### src/rtl/panel_shift_io.sv
// panel_shift_io: board-side front-panel lamp/switch serialiser for the PDP8e.
// Lamp vectors go out MSB-first on a 74HC595 chain. Switches come back on a
// 74HC165 chain. Both chains share one serial clock.
// Bit 0 of each PDP-style [0:N] field is carried as the MSB of the
// corresponding descending vector here (An[14] is lamp A0, sr[11] is SR0).
// Optional build macro: PANEL_DEBOUNCE_EN. When it is defined, a switch
// sample is only published when it matches the previous frame's sample.
module panel_shift_io #(
    parameter int CLK_DIV  = 50,   // system clocks per serial tick, >= 2
    parameter int OUT_BITS = 28,   // runn + dsn + An, fixed
    parameter int IN_BITS  = 18    // sr + dsel, fixed
) (
    input  logic        clk,
    input  logic        reset,
    input  logic [14:0] An,
    input  logic [11:0] dsn,
    input  logic        runn,
    output logic        sclk,
    output logic        sdo,
    output logic        rck,
    output logic        pl_n,
    input  logic        sdi,
    output logic [11:0] sr,
    output logic [5:0]  dsel,
    output logic        frame_done
);

    localparam int DIV_W = (CLK_DIV > 1) ? $clog2(CLK_DIV) : 1;
    localparam logic [DIV_W-1:0] DIV_LAST = DIV_W'(CLK_DIV - 1);
    localparam logic [4:0] LAST_BIT = 5'(OUT_BITS - 1);
    localparam logic [4:0] IN_LEN   = 5'(IN_BITS);

    localparam logic [1:0] ST_LOAD     = 2'd0;
    localparam logic [1:0] ST_SHIFT_HI = 2'd1;
    localparam logic [1:0] ST_SHIFT_LO = 2'd2;
    localparam logic [1:0] ST_LATCH    = 2'd3;

    logic [DIV_W-1:0]    div;
    logic                tick;
    logic [1:0]          state;
    logic [4:0]          bitcnt;
    // Bits still to be sent; the bit currently on sdo is not kept here.
    logic [OUT_BITS-2:0] shift_out;
    logic [IN_BITS-1:0]  shift_in;
    logic                latch_now;
    logic                accept;

    assign tick = (div == DIV_LAST);

    // Leaving SHIFT_LO after the last bit is the single point where a
    // complete switch sample exists, so publishing is tied to that event.
    assign latch_now = tick && (state == ST_SHIFT_LO) && (bitcnt == LAST_BIT);

    // Serial tick divider: free-running 0..CLK_DIV-1.
    always_ff @(posedge clk) begin
        if (reset) begin
            div <= '0;
        end else if (tick) begin
            div <= '0;
        end else begin
            div <= div + 1'b1;
        end
    end

    // Frame sequencer and serial pins; every change lands on a tick.
    always_ff @(posedge clk) begin
        if (reset) begin
            state     <= ST_LOAD;
            bitcnt    <= '0;
            sclk      <= 1'b0;
            sdo       <= 1'b0;
            rck       <= 1'b0;
            pl_n      <= 1'b1;
            shift_out <= '0;
            shift_in  <= '0;
        end else if (tick) begin
            case (state)
                ST_LOAD: begin
                    // Lamps are snapshotted here only, so mid-frame changes
                    // wait for the next frame.
                    pl_n      <= 1'b1;
                    sdo       <= runn;
                    shift_out <= {dsn, An};
                    bitcnt    <= '0;
                    state     <= ST_SHIFT_HI;
                end
                ST_SHIFT_HI: begin
                    sclk <= 1'b1;
                    // Closed switches pull low, so the sample is inverted.
                    // sdi is taken before the rising edge moves the 165.
                    if (bitcnt < IN_LEN) begin
                        shift_in <= {shift_in[IN_BITS-2:0], ~sdi};
                    end
                    state <= ST_SHIFT_LO;
                end
                ST_SHIFT_LO: begin
                    sclk <= 1'b0;
                    if (bitcnt == LAST_BIT) begin
                        rck   <= 1'b1;
                        state <= ST_LATCH;
                    end else begin
                        // Next bit goes out on the falling edge, giving it a
                        // full tick of setup before the next rising edge.
                        sdo       <= shift_out[OUT_BITS-2];
                        shift_out <= {shift_out[OUT_BITS-3:0], 1'b0};
                        bitcnt    <= bitcnt + 5'd1;
                        state     <= ST_SHIFT_HI;
                    end
                end
                default: begin
                    // ST_LATCH: one tick of rck, then start the 165 load.
                    rck   <= 1'b0;
                    pl_n  <= 1'b0;
                    state <= ST_LOAD;
                end
            endcase
        end
    end

`ifdef PANEL_DEBOUNCE_EN
    logic [IN_BITS-1:0] prev_sample;

    // A sample is only trusted once two consecutive frames agree on it.
    assign accept = (shift_in == prev_sample);

    // Remember every frame's sample, published or not.
    always_ff @(posedge clk) begin
        if (reset) begin
            prev_sample <= '0;
        end else if (latch_now) begin
            prev_sample <= shift_in;
        end
    end
`else
    assign accept = 1'b1;
`endif

    // Publish the switch sample as a whole so readers never see a partial frame.
    always_ff @(posedge clk) begin
        if (reset) begin
            sr         <= '0;
            dsel       <= '0;
            frame_done <= 1'b0;
        end else begin
            frame_done <= 1'b0;
            if (latch_now && accept) begin
                {sr, dsel} <= shift_in;
                frame_done <= 1'b1;
            end
        end
    end

endmodule

### config.mk
export PLATFORM = sky130hd
export DESIGN_NAME = panel_shift_io
export DESIGN_NICKNAME = d
export VERILOG_FILES = /design/src/rtl/panel_shift_io.sv
export SDC_FILE = /design/constraint.sdc
export NUM_CORES = 1
export LEC_CHECK = 0
export CORE_AREA = 2 2 85 87
export CTS_CLUSTER_DIAMETER = 40
export DETAILED_ROUTE_END_ITERATION = 10
export DIE_AREA = 0 0 87 89
export GPL_ROUTABILITY_DRIVEN = 0
export PLACE_DENSITY = 0.85
export SYNTH_ARGS = -nofsm -noshare
export SYNTH_HDL_FRONTEND = slang
export SYNTH_SLANG_ARGS = --single-unit
### constraint.sdc
create_clock -name clk -period 2.18 [get_ports clk]
set_clock_uncertainty 0.15 [all_clocks]
set_input_delay 0.654 -clock clk [delete_from_list [all_inputs] [get_ports clk]]
set_output_delay 0.654 -clock clk [all_outputs]
set_load 0.01 [all_outputs]
=== Word level (Yosys, flattened, before mapping) ===
Index checks and enable logic that the tools add are counted.

* Input bits: 31
* Flip-flop bits (word level): 81
* Logic and storage cells: 50

* Reduce and logical (&&, ||, !) cells: 13
* Add/sub/neg operators: 2
* Bitwise logic cells: 3
* Mux-type cells: 13
* Equality and inequality tests: 6
* $lt $le $gt $ge: 1

{| class="wikitable"
|+ Operators with widths
! operator !! number
|-
| case mux 27 bit (2 select lines) || 1
|-
| 2-to-1 mux 27 bit || 1
|-
| case mux 5 bit (2 select lines) || 1
|-
| AND reduction 3 bit || 3
|-
| case mux 1 bit (2 select lines) || 4
|-
| adder 6 x 1 -> 6 bit, second input constant || 1
|-
| equality test 6 bit, second input constant || 1
|-
| case mux 2 bit (3 select lines) || 1
|-
| OR reduction 2 bit || 3
|-
| adder 5 x 1 -> 5 bit, second input constant || 1
|-
| equality test 5 bit, second input constant || 1
|-
| < comparator 5 bit, second input constant || 1
|-
| 2-to-1 mux 5 bit || 1
|-
| AND reduction 2 bit || 2
|-
| nonzero test 2 bit || 2
|-
| 2-to-1 mux 1 bit || 3
|-
| inverter 1 bit || 3
|-
| equality test 2 x 1 -> 1 bit, second input constant || 1
|-
| equality test 2 bit, second input constant || 1
|-
| logical AND 1 bit || 2
|-
| zero test 2 bit || 1
|-
| 2-to-1 mux 2 bit || 1
|-
| inequality test 2 x 1 -> 1 bit, second input constant || 1
|-
| inequality test 2 bit, second input constant || 1
|}

=== Longest topological paths before layout ===
Gate-level depths: netlist (run 1).

* Depth after elaboration: 4
* Mapped depth: 7
* Gate-level depth less buffers: 5

=== Worst setup path after synthesis (run 1) ===
OpenSTA, ideal clock, no wires.

* Path kind: register -> register
* Start point: reg state[0]
* End point: reg state[1]
* Arrival: 1.670 ns
* Required time: 1.924 ns
* Cell stages (with the launch flop): 7
* Slack: 0.253 ns
* Setup time: 0.106 ns
* Period minus slack after synthesis: 1.927 ns
* Path buffers: 2
* Cells stage by stage: dfxtp_1 inv_1 ha_1 clkbuf_1 buf_2 nand4_1 o311ai_0

* Cells in the longest elaborated chain, start to end: 2

{| class="wikitable"
|+ Ends and longest elaborated chain
! element !! line !! text
|-
| start, declared || 40 || <nowiki>logic [1:0] state;</nowiki>
|-
| start signal, assigned || 68 || <nowiki>state <= ST_LOAD;</nowiki>
|-
| start signal, assigned || 85 || <nowiki>state <= ST_SHIFT_HI;</nowiki>
|-
| start signal, assigned || 94 || <nowiki>state <= ST_SHIFT_LO;</nowiki>
|-
| equality test 2 bit, or another cell as far along || 77 || <nowiki>case (state)</nowiki>
|-
| case mux 2 bit (3 select lines) * || 77 ||
|}

Mark *: on every way between the ends. The rest lies on a longest branch, timed or not.
A chain may end at the register's enable or synchronous reset.

=== Worst setup path after layout (run 1) ===
* Start point: reg dsel[0]
* End point: out dsel[0]

{| class="wikitable"
|+ RTL lines
! element !! line !! text
|-
| start, declared || 24 || <nowiki>output logic [5:0] dsel,</nowiki>
|-
| start signal, assigned || 147 || <nowiki>{sr, dsel} <= shift_in;</nowiki>
|}

No word-level cell between the ends.

==> metrics, run 1 <==
vias per inst 5.34; gr ovfl total 0; GR Util met3 0.0369; Syn Nets 410; antenna violations before repair 0; clk buf depth 2; Pint 2.25 mW; Post-CTS Setup Inserts 0; Required @ worst endpoint 1.38 ns; Worst Path Arrival 1.26 ns; DRT iter0 DRCs 114; Die ar. about 7700 sq um; slowest stage delay, CP approximately 0.55 ns; DR DRC count 0; Via Count 2720; Row Count 30; first-pass GRT wire length between 10000 and 15000 um; fmax slightly below 500 MHz; synth unique cells 45; final cycle utilization of the critical path 0.948; Syn Inst Count 372; Hold WC Path Type flop to flop; LEAKAGE 1.82 nW; switching share of power 0.229; met2 Usage GRT 0.300; warning count from the yosys run 0; FF-to-FF path depth 6; WHS Endpoint shift_out[18]$_SDFFE_PP0P_; clock sink total 81; initial core utilization 0.540; final setup TNS 0 ns; 1st-pass router iterations 4; Slew HR 0.742; HPWL after detailed placement ~4700 um; most common cell after layout, fill and taps aside nand2_1; Top Ports 54; ys flop type dfxtp_1; Area Growth Syn to Fin 24.5%; Worst setup EP type output port; Max Slew Vio Count 0; Nets 462; worst r2r dst shift_out[8]$_SDFFE_PP0P_; Buf/Inv on CP 1; status finished, final reports clean; fin crit period 2.07 ns; GRT busiest layer met2; GR Layer Usage met1 0.238; vias in the first global route 2512; H-tree Lvls 3; critical setup path kind flop to output port; number of diodes 0; Wirelength per Cell 13.6 um; sequential fraction of the synthesis area 0.447; RSZ-0062 raised after global routing false; FF+latch count, synth 81; Max Cap Viol 0; Worst-Margin Slew 0.387 ns; Worst Hold Depth 2; Clock power frac 0.436; hold_sp shift_out[18]$_SDFFE_PP0P_; Die Wd 87 um; Cell Area, Synth 3630 sq um; Post-CTS Hold Buffers 0; R2R setup slack 0.17 ns; WL final ~7000 um; Max VDD drop 451 uV; largest net degree at the start of global routing 37; Logic pwr share 0.053; clock slew at reported path FFs 0.09 ns; number of synthesized flops with an enable pin 0; Worst Path Max Fanout 2; post-cts sizing count 0; ys async rst share 0; Routed Antenna Nets 0; CTS tree built; PD cells 645 nW/um^2; Final Hold Fails 0; Placeable Area 6720 sq um; Crit-path slowest cell clkdlybuf4s50_1; crit-path cells clkdlybuf4s50_1; IO buf count 53; Flop pwr share 0.511; synthesized area per cell 9.75 sq um; Clock Latency Late Sink approximately 0.35 ns; CTS root buffer clkbuf_8; final core utilization 0.672; commonest non-fill, non-tap cells in the layout 93 x nand2_1, 81 x dfxtp_1, 63 x mux2i_1; final setup fails 0; CP Launch Type flop; layout cell share with drive strength beyond 1 0.145; Num CTS Buffers 9; Die H 89 um; worst r2r src state[0]$_SDFFE_PP0N_; Crit path max-delay family buffers and inverters; total track usage 0.185; Switching Power 666 uW
==> metal layers <==
| metal | vias up | routed length, um |
|---|---|---|
| li1 | 1392 | - |
| met3 | 11 | 186 |
| met5 | - | 0 |
| met2 | 44 | 3340 |
| met4 | 0 | 121 |
| met1 | 1273 | 3290 |
==> cell usage after synthesis, types with 3 or more instances <==
library cell	n	area, sq um
mux2i_1	63	631
o31ai_1	3	22.5
buf_2	8	40.0
nor2_1	6	22.5
mux2_2	28	315
ha_1	7	87.6
inv_1	5	18.8
dfxtp_1	81	1620
o21ai_0	3	15.0
nor3_1	5	25.0
clkbuf_1	13	48.8
o211ai_1	3	22.5
nor2b_1	4	25.0
nand2_1	93	349
nand3_1	9	45.0
==> registers in the layout (all words and copies together) (netlist names) <==
signal	flops
shift_in	18
state	2
sr	12
sclk	1
pl_n	1
div	6
shift_out	27
sdo	1
frame_done	1
bitcnt	5
dsel	6
rck	1
==> kinds of logic after synthesis <==
logic type | share of synthesized area
xor+xnor | 0.00724
compound gates | 0.0472
fa+ha+maj | 0.0241
flops | 0.447
mux | 0.261
simple gates | 0.175
buf+inv | 0.0390
==> power by group through the flow <==
stage / clock network, mW / logic [mW] / registers (mW)
after CTS: 1.28 / 0.156 / 1.49
final: 1.27 / 0.155 / 1.49
after global routing: 1.36 / 0.170 / 1.49
after detailed placement: 0 / 0.155 / 1.52
after floorplan: 0 / 0.0770 / 1.52
after global placement: 0 / 0.152 / 1.52
==> metrics by stage <==
| step | area (sq um) | hold slack (ns) | power [mW] | setup WS, ns | std cells |
|---|---|---|---|---|---|
| floorplan | 3630 | 0.285 | 1.60 | 0.253 | 372 |
| global placement | 4280 | 0.290 | 1.67 | 0.149 | 493 |
| detailed placement | 4280 | 0.301 | 1.68 | 0.0889 | 493 |
| CTS | 4520 | 0.314 | 2.93 | 0.109 | 509 |
| global route | 4520 | 0.329 | 3.02 | 0.0188 | 509 |
| finish | 4520 | 0.311 | 2.91 | 0.112 | 509 |
==> worst max path at each step <==
| stage | startpoint | end | slack [ns] | cells past startpoint |
|---|---|---|---|---|
| 5_1_grt | state[0]$_SDFFE_PP0N_ | shift_out[26]$_SDFFE_PP0P_ | 0.02 | 6 |
| 3_3_place_gp | reset | shift_out[12]$_SDFFE_PP0P_ | 0.15 | 5 |
| 4_1_cts | sr[11]$_SDFFE_PP0P_ | sr[11] | 0.11 | 1 |
| 2_1_floorplan | state[0]$_SDFFE_PP0N_ | state[1]$_SDFFE_PP0N_ | 0.25 | 6 |
| 6_report | dsel[0]$_SDFFE_PP0P_ | dsel[0] | 0.11 | 1 |
| 3_5_place_dp | reset | shift_out[24]$_SDFFE_PP0P_ | 0.09 | 5 |
==> cell type report <==
type,instances,area (sq um)
clock buffer,9,124
clock inverter,7,109
fill,524,2200
inverter,5,18.8
multi-input combinational,261,1870
sequential,81,1620
tap,80,100
timing repair buffer,66,678
(Power assumes the default switching activity.)
==> inputs of run 2 (changes only) <==
- CTS_CLUSTER_DIAMETER: 40 -> 200
==> results of run 2 <==
Same layout as run 1: the final DEF is identical, and so are final timing and power.
==> inputs of run 3 (changes only) <==
- RECOVER_POWER: not set -> 25
==> run 3 against run 2 <==
Via count is 0.37% higher. Clock power is essentially flat. Largest power group unchanged. Die area is the same. Critical endpoint unchanged.
==> metrics, run 3 (synthesized netlist as in run 1, its figures left out) <==
status finished, final reports clean; clock sink total 81 (unchanged); biggest regs shift_out x27, shift_in x18, sr x12; Max Slew Vio Count 0 (unchanged); IO buf count 53 (unchanged); Final Hold Fails 0 (unchanged); slowest stage delay, CP 0.55 ns (about the same); Die ar. 7740 sq um (unchanged); critical setup path kind flop to output port; fmax 484 MHz (about the same); crit-path cells clkdlybuf4s50_1; clk buf depth 2 (unchanged); CP Launch Type flop; final setup TNS 0 ns (unchanged); Hold WC Path Type flop to flop; Routed Antenna Nets 0 (unchanged); post-cts sizing count 0 (unchanged); Buf/Inv on CP 1 (unchanged); first-pass GRT wire length 11400 um (unchanged); final setup fails 0 (unchanged); Filler Cells Inserted 527 (+0.57%); total track usage 0.185 (unchanged); Die H 89 um (unchanged); Placeable Area 6720 sq um (unchanged); PD cells 646 nW/um^2 (+0.28%); Most flops, register shift_out; Required @ worst endpoint 1.38 ns (about the same); initial core utilization 0.540 (unchanged); Num CTS Buffers 9 (unchanged); Max VDD drop 451 uV (about the same); Post-CTS Setup Inserts 0 (unchanged); Worst setup EP type output port; CTS root buffer clkbuf_8; RSZ-0062 raised after global routing false; commonest non-fill, non-tap cells in the layout 93 x nand2_1, 81 x dfxtp_1, 63 x mux2i_1; Top Ports 54 (unchanged); max FFs per register 27 (unchanged); fin crit period 2.07 ns (+0.000393 ns); DRT iter0 DRCs 117 (+2.6%); Via Count 2730 (+0.37%); layout cell share with drive strength beyond 1 0.140 (-0.00466); Max Cap Viol 0 (unchanged); clock slew at reported path FFs 0.09 ns (about the same); final cycle utilization of the critical path 0.949 (about the same); Nets 462 (unchanged); gr ovfl total 0 (unchanged); tightest hold margin 0.311 ns (-0.0000350 ns); Row Count 30 (unchanged); H-tree Lvls 3 (unchanged); Post-CTS Hold Buffers 0 (unchanged); antenna violations before repair 0 (unchanged); Area Growth Syn to Fin 24.1%; Clock Latency Late Sink 0.35 ns (about the same); vias in the first global route 2512 (unchanged); Worst Path Max Fanout 2 (unchanged); Worst-Margin Slew 0.615 ns (+0.227 ns); largest net degree at the start of global routing 37 (unchanged); vias per inst 5.36 (+0.37%); Crit path max-delay family buffers and inverters; Die Wd 87 um (unchanged); Crit-path slowest cell clkdlybuf4s50_1; Wirelength per Cell 13.6 um (about the same); number of diodes 0 (unchanged); DR DRC count 0 (unchanged); most common cell after layout, fill and taps aside nand2_1; Slew HR 0.590 (-0.152); WL final 6950 um (about the same); 1st-pass router iterations 4 (unchanged); Worst Path Arrival 1.26 ns (about the same); HPWL after detailed placement 4680 um (unchanged); CTS tree built; LEAKAGE 1.81 nW (-0.46%)
## run 3: final cells by class
type | count | area [sq um] | area share
Timing Repair Buffer | 66 | 666 | 0.148
Multi-Input combinational cell | 261 | 1870 | 0.414
Clock inverter | 7 | 109 | 0.0242
Sequential cell | 81 | 1620 | 0.360
Clock buffer | 9 | 124 | 0.0275
Tap cell | 80 | 100 | 0.0222
Inverter | 5 | 18.8 | 0.00417
## run 3: final timing paths
check,start,end,slack (ns),depth (start not counted)
worst max-delay path,dsel[0]$_SDFFE_PP0P_,dsel[0],0.11,1
worst min-delay path,shift_out[18]$_SDFFE_PP0P_,shift_out[18]$_SDFFE_PP0P_,0.31,2
worst max register to register,div[4]$_SDFF_PP0_,shift_in[7]$_SDFFE_PP0P_,0.15,4
worst min register to register,shift_out[18]$_SDFFE_PP0P_,shift_out[18]$_SDFFE_PP0P_,0.31,2
## run 3: per-stage QoR
| step | instances | util | setup slack (ns) | total power [mW] | instance area (sq um) |
|---|---|---|---|---|---|
| final | 509 | 0.670 | 0.112 | 2.91 | 4500 |
| after global placement | 493 | 0.638 | 0.149 | 1.67 | 4280 |
| after global routing | 509 | 0.670 | 0.0210 | 3.01 | 4500 |
| after floorplan | 372 | - | 0.253 | 1.60 | 3630 |
| after detailed placement | 493 | 0.638 | 0.0889 | 1.68 | 4280 |
| after CTS | 509 | 0.672 | 0.109 | 2.93 | 4520 |
## run 3: layer usage
layer / global-route usage / vias to the layer above / wire length, um
li1: - / 1396 / -
met1: 0.238 / 1276 / 3280
met2: 0.300 / 47 / 3340
met3: 0.0369 / 11 / 205
met4: 0.0866 / 0 / 121
met5: 0 / - / 0
## run 3: power by group
group / leakage (nW) / switching [mW] / internal [mW]
clock network: 0.118 / 0.598 / 0.671
registers: 0.653 / 0.00579 / 1.48
logic: 1.04 / 0.0635 / 0.0906
total: 1.81 / 0.667 / 2.24
## run 3: worst reg2reg max path, cell delays in order (launching register included)
cell and delay (ns):
dfxtp_1 0.45, and4bb_2 0.37, and4_1 0.22, clkbuf_2 0.50, mux2i_1 0.26
